--- src/rtl/ps2_key_tracker_if.sv ---
// rtl/ps2_key_tracker_if.sv - received scan-code byte stream (one strobe per byte)
interface ps2_key_tracker_if;
    logic [7:0] key_data;
    logic       key_pressed;

    modport master (output key_data, output key_pressed);
    modport slave  (input  key_data, input  key_pressed);
endinterface

--- src/rtl/ps2_key_tracker.sv ---
// rtl/ps2_key_tracker.sv - PS/2 set-2 make/break/E0 decoder with held levels for four keys
module ps2_key_tracker #(
    parameter logic [7:0] KEY0_CODE      = 8'h75,
    parameter logic [7:0] KEY1_CODE      = 8'h72,
    parameter logic [7:0] KEY2_CODE      = 8'h6B,
    parameter logic [7:0] KEY3_CODE      = 8'h74,
    parameter logic [3:0] KEY_EXT        = 4'b1111,
    parameter int         TIMEOUT_CYCLES = 500000
) (
    input  logic                  clock,
    input  logic                  resetn,
    ps2_key_tracker_if.slave      kb,
    input  logic                  clear,
    output logic [3:0]            held,
    output logic [3:0]            press_pulse,
    output logic [7:0]            last_code,
    output logic                  last_break,
    output logic                  last_ext,
    output logic                  event_valid,
    output logic                  prefix_timeout
);
    localparam int              CW        = $clog2(TIMEOUT_CYCLES);
    localparam logic [CW-1:0]   CNT_LAST  = CW'(TIMEOUT_CYCLES - 1);
    localparam logic [31:0]     KEY_CODES = {KEY3_CODE, KEY2_CODE, KEY1_CODE, KEY0_CODE};

    typedef enum logic [1:0] {IDLE, EXT, BRK, EXT_BRK} state_t;

    state_t        state, state_n;
    logic [CW-1:0] cnt, cnt_n;
    logic [3:0]    held_n;
    logic          ev, ev_ext, ev_brk, tmo;

    always_comb begin
        state_n = state;
        cnt_n   = cnt;
        held_n  = held;
        ev      = 1'b0;
        ev_ext  = 1'b0;
        ev_brk  = 1'b0;
        tmo     = 1'b0;
        if (clear) begin
            state_n = IDLE;
            cnt_n   = '0;
            held_n  = '0;
        end else if (kb.key_pressed) begin
            cnt_n = '0;
            unique case (state)
                IDLE: begin
                    case (kb.key_data)
                        8'hE0: state_n = EXT;
                        8'hF0: state_n = BRK;
                        // Self-test, ack, resend, error and pause-prefix bytes carry no key
                        8'hE1, 8'hAA, 8'hFA, 8'hFE, 8'h00, 8'hFF: ;
                        default: ev = 1'b1;
                    endcase
                end
                EXT: begin
                    if (kb.key_data == 8'hF0) begin
                        state_n = EXT_BRK;
                    end else if (kb.key_data != 8'hE0) begin
                        ev      = 1'b1;
                        ev_ext  = 1'b1;
                        state_n = IDLE;
                    end
                end
                BRK: begin
                    ev      = 1'b1;
                    ev_brk  = 1'b1;
                    state_n = IDLE;
                end
                EXT_BRK: begin
                    ev      = 1'b1;
                    ev_ext  = 1'b1;
                    ev_brk  = 1'b1;
                    state_n = IDLE;
                end
                default: state_n = IDLE;
            endcase
            if (ev) begin
                for (int i = 0; i < 4; i++) begin
                    if (kb.key_data == KEY_CODES[i*8 +: 8] && ev_ext == KEY_EXT[i])
                        held_n[i] = !ev_brk;
                end
            end
        end else if (state != IDLE) begin
            // A byte on the final count cycle takes the branch above, so it is never timed out
            if (cnt == CNT_LAST) begin
                state_n = IDLE;
                cnt_n   = '0;
                tmo     = 1'b1;
            end else begin
                cnt_n = cnt + CW'(1);
            end
        end else begin
            cnt_n = '0;
        end
    end

    always_ff @(posedge clock or negedge resetn) begin
        if (!resetn) begin
            state          <= IDLE;
            cnt            <= '0;
            held           <= '0;
            press_pulse    <= '0;
            last_code      <= '0;
            last_break     <= 1'b0;
            last_ext       <= 1'b0;
            event_valid    <= 1'b0;
            prefix_timeout <= 1'b0;
        end else begin
            state          <= state_n;
            cnt            <= cnt_n;
            held           <= held_n;
            press_pulse    <= held_n & ~held;
            event_valid    <= ev;
            prefix_timeout <= tmo;
            if (ev) begin
                last_code  <= kb.key_data;
                last_break <= ev_brk;
                last_ext   <= ev_ext;
            end
        end
    end
endmodule
--- src/flat_wrapper.sv ---
// flat-port wrapper written by rule: the top's interface ports become plain ports
module ps2_key_tracker_flat 
#(
    parameter logic [7:0] KEY0_CODE      = 8'h75,
    parameter logic [7:0] KEY1_CODE      = 8'h72,
    parameter logic [7:0] KEY2_CODE      = 8'h6B,
    parameter logic [7:0] KEY3_CODE      = 8'h74,
    parameter logic [3:0] KEY_EXT        = 4'b1111,
    parameter int         TIMEOUT_CYCLES = 500000
)
  (clock, resetn, clear, held, press_pulse, last_code, last_break, last_ext, event_valid, prefix_timeout, kb_key_data, kb_key_pressed);
  ps2_key_tracker_if kb_i ();
  input  logic clock;
  input  logic resetn;
  input  logic clear;
  output logic [3:0] held;
  output logic [3:0] press_pulse;
  output logic [7:0] last_code;
  output logic last_break;
  output logic last_ext;
  output logic event_valid;
  output logic prefix_timeout;
  input wire logic [$bits(kb_i.key_data)-1:0] kb_key_data;
  input wire logic [$bits(kb_i.key_pressed)-1:0] kb_key_pressed;
  assign kb_i.key_data = kb_key_data;
  assign kb_i.key_pressed = kb_key_pressed;
  ps2_key_tracker #(.KEY0_CODE(KEY0_CODE), .KEY1_CODE(KEY1_CODE), .KEY2_CODE(KEY2_CODE), .KEY3_CODE(KEY3_CODE), .KEY_EXT(KEY_EXT), .TIMEOUT_CYCLES(TIMEOUT_CYCLES)) u_core (.clock(clock), .resetn(resetn), .kb(kb_i), .clear(clear), .held(held), .press_pulse(press_pulse), .last_code(last_code), .last_break(last_break), .last_ext(last_ext), .event_valid(event_valid), .prefix_timeout(prefix_timeout));
endmodule
--- config.mk ---
export PLATFORM = sky130hd
export DESIGN_NAME = ps2_key_tracker_flat
export DESIGN_NICKNAME = d
export VERILOG_FILES = /design/src/rtl/ps2_key_tracker_if.sv /design/src/rtl/ps2_key_tracker.sv /design/src/flat_wrapper.sv
export SDC_FILE = /design/constraint.sdc
export NUM_CORES = 1
export LEC_CHECK = 0
export BUFFER_PORTS_ARGS = -buffer_cell sky130_fd_sc_hd__buf_2
export CAP_MARGIN = 40
export CELL_PAD_IN_SITES_DETAIL_PLACEMENT = 1
export CELL_PAD_IN_SITES_GLOBAL_PLACEMENT = 2
export CORE_ASPECT_RATIO = 1.5
export CORE_UTILIZATION = 24
export DETAILED_ROUTE_END_ITERATION = 8
export PLACE_DENSITY = 0.57
export SLEW_MARGIN = 20
export SYNTH_ARGS = -nofsm -noshare
export SYNTH_HDL_FRONTEND = slang
export SYNTH_SLANG_ARGS = --single-unit
--- constraint.sdc ---
create_clock -name clock -period 2.15 [get_ports clock]
set_input_delay 0.43 -clock clock [delete_from_list [all_inputs] [get_ports clock]]
set_output_delay 0.43 -clock clock [all_outputs]
set_load 0.05 [all_outputs]
==> key figures <==
Power
  • Clk pwr share: 38.0%
  • Power per cell area: 746.6 nW/µm²
  • Combinational power share: 18.0%
  • Switching power: 0.5582 mW
  • LEAKAGE: 1.148 nW
  • Switching portion of total power: 29.22%
  • Part of the power in registers: 44.0%
  • Peak VDD IR: 316.4 µV
  • Int Pwr: 1.352 mW

Outcome
  • Outcome: finished clean

Drt
  • Initial DRC Count: 46
  • Detail Route Antenna Nets: 0
  • Routed len/inst: 16.13 µm
  • WL final: 5661 µm
  • Vias/cell: 4.795
  • DRC violations left: 0
  • First-pass DRT Iterations: 3
  • Routed vias: 1683

Yosys
  • Most numerous cell in the Yosys netlist: dfrtp_1
  • Post-synthesis cell type count: 45
  • Synthesized area per cell: 10.51 µm²
  • Mapped Area: 2069 µm²
  • Async S/R FF share, synth: 100.0%
  • Mapped Cells: 197
  • Seq/Total Area, Yosys: 49.58%
  • EDFF count, synth: 0
  • Synth Flop Type: dfrtp_1
  • Dominant cells by area after synthesis: dfrtp_1 50%, nor2_1 4.5%, xnor2_1 4.2%, nand4_1 3.3%, xor2_1 3.0%
  • Synth warn: 0
  • Net count after synthesis: 210
  • Synth area leader: dfrtp_1
  • Top-area cell type share of the netlist area: 49.58%
  • Post-synth top cells: 41 x dfrtp_1, 25 x nor2_1, 15 x nand2_1, 11 x nand4_1, 10 x xnor2_1
  • Yosys reg bits: 41

Finish
  • Area Growth Syn to Fin: 23.64%
  • Fin cells: 351
  • NumNets Final: 256
  • Cell area after layout: 2559 µm²
  • Final core utilization: 30.41%
  • Fill cells: 989
  • N_diodes: 0
  • Share of post-route cells with drive strength above 1: 25.41%

Floorplan
  • Core area: 8413 µm²
  • I/O pins: 32
  • Site Rows: 41
  • Initial core utilization: 24.60%
  • Die X: 77.82 µm
  • Height of the die: 115.7 µm
  • Die area: 9006 µm²

Place
  • GPL Wtd Cong: 0.7048
  • Post-DP Area: 2422 µm²
  • Placed Instances: 343
  • Detailed Place HPWL: 4395 µm
  • PortBufs: 31

Worst setup path
  • Worst Setup End Kind: register
  • Crit start category: register
  • CP arrival: 1.98 ns
  • Peak fanout along the critical path: 5
  • Worst reg2reg path startpoint: u_core.cnt[0]$_DFF_PN0_
  • CP Cell Sequence: ha_1 > and4_1 > nand2_1 > nor3_1 > or3_1 > a32o_1
  • CP Class: reg2reg
  • CP required: 2.32 ns
  • Max incr delay on CP: 0.41 ns
  • Critical Path Slowest Stage Cell: dfrtp_1
  • CP startpoint: u_core.cnt[0]$_DFF_PN0_

Global routing
  • Initial antenna violation count: 0
  • GR Util All Layers: 13.93%
  • Grt total ovfl: 0
  • Pin count of the biggest net entering global routing: 23
  • Vias in the first global route: 1844
  • First-pass GRT wire length: 9473 µm

Timing
  • RSZ-0062 raised after global routing: no
  • Fin crit share: 84.35%
  • Fmax: 0.5514 GHz
  • Relative slew slack: 65.38%
  • Finish-stage setup viols: 0
  • Setup Skew: 0.003881 ns
  • Hold slack: 0.1190 ns
  • Final hold vios: 0
  • Setup_tns: 0 ns
  • Minimum clock period: 1.814 ns
  • Worst slew pin tran: 0.5194 ns
  • Fin. max-slew vios: 0

CTS
  • Num CTS Buffers: 5
  • Post-CTS sizing: 0
  • CTS tree: done
  • Root Buffer Master: clkbuf_16
  • # hold bufs at CTS: 0
  • H-tree depth: 2
  • Clk sink count: 41
  • Setup Fix Bufs, Post-CTS: 0
  • Worst-path clk slew: 0.06 ns
  • Clk Latency, worst-skew pair: 0.28 ns
  • CTS max path bufs: 2

Min path
  • HP Class: in2async

Flow run
  • Max-cap viol count: 0
[sequential cells by signal (all words and copies together) (netlist names)]
name	cells
u_core.event_valid	1
u_core.press_pulse	4
u_core.last_ext	1
u_core.held	4
u_core.last_code	8
u_core.state	2
u_core.prefix_timeout	1
u_core.last_break	1
u_core.cnt	19
[final timing paths]
check	slack, ns	depth (start not counted)	to
max reg2reg	0.34	6	u_core.state[0]$_DFFE_PN0P_
min	0.12	1	u_core.held[1]$_DFF_PN0_
max	0.34	6	u_core.state[0]$_DFFE_PN0P_
min reg2reg	0.46	1	u_core.press_pulse[1]$_DFF_PN0_
min in group clock	0.46	1	u_core.press_pulse[1]$_DFF_PN0_
max in group asynchronous	1.48	2	u_core.last_code[1]$_DFFE_PN0P_
[cell families (layout without fill, tap and decap cells)]
group	count (synthesis)	in the layout	synth area share (%)
AOI/OAI and AO/OA	18	18	7.739
xor gates and xnor gates	17	17	7.195
adders and majority gates	1	1	0.6045
buffers and inverters	10	57	2.720
DFF	41	41	49.58
muxes	8	8	4.837
and+or+nand+nor	102	102	27.33
[metrics by stage]
stage / setup slack, ns / total power, mW
final: 0.3365 / 1.910
after global routing: 0.1810 / 1.996
after CTS: 0.3248 / 1.952
after detailed placement: 0.04302 / 1.205
after global placement: 0.0003599 / 1.202
after floorplan: 0.1359 / 1.088
[layer usage]
metal  routed length, µm  global-route usage [%]
met5                   0                       0
met4                 103                   6.038
met3                 154                   2.205
met2                3257                   27.96
met1                2145                   13.89
[final cells by class]
cell class | instances | area, µm² | share of cell area, %
inverters | 4 | 15.01 | 0.5868
clock buffers | 8 | 136.4 | 5.330
multi-input cells | 146 | 987.2 | 38.58
repair buffers | 45 | 260.3 | 10.17
flip-flops and latches | 41 | 1026 | 40.10
well taps | 107 | 133.9 | 5.232
[cell usage in the layout, fill, tap and decap left out, types with 2 or more instances in the layout]
master,n
nand3_1,6
and2_4,2
xnor2_1,10
and3_1,6
clkbuf_16,5
nor3_1,8
nor4b_1,4
a32o_1,5
and4_1,3
mux2_4,4
nand4_1,11
or3_1,3
nor4_1,5
o21ai_0,2
mux2i_1,4
nor2_1,25
inv_1,4
buf_2,31
nand2b_1,4
xor2_1,7
buf_4,14
dfrtp_1,41
clkbuf_1,3
nand2_1,15
[worst max-delay path: cells and delay by family, from the launching register on]
family | cells | cell delay [ns]
and+or+nand+nor | 4 | 0.76
adders and majority gates | 1 | 0.26
AOI/OAI and AO/OA | 1 | 0.26
DFF | 1 | 0.41
[power groups by stage]
stage	clock network [mW]	logic (mW)	registers, mW
2_1_floorplan	0	0.0984	0.989
3_3_place_gp	0	0.347	0.855
3_5_place_dp	0	0.349	0.856
4_1_cts	0.759	0.350	0.842
5_1_grt	0.783	0.368	0.845
6_report	0.727	0.343	0.840
Note: power is estimated with default switching activity, not from simulation.
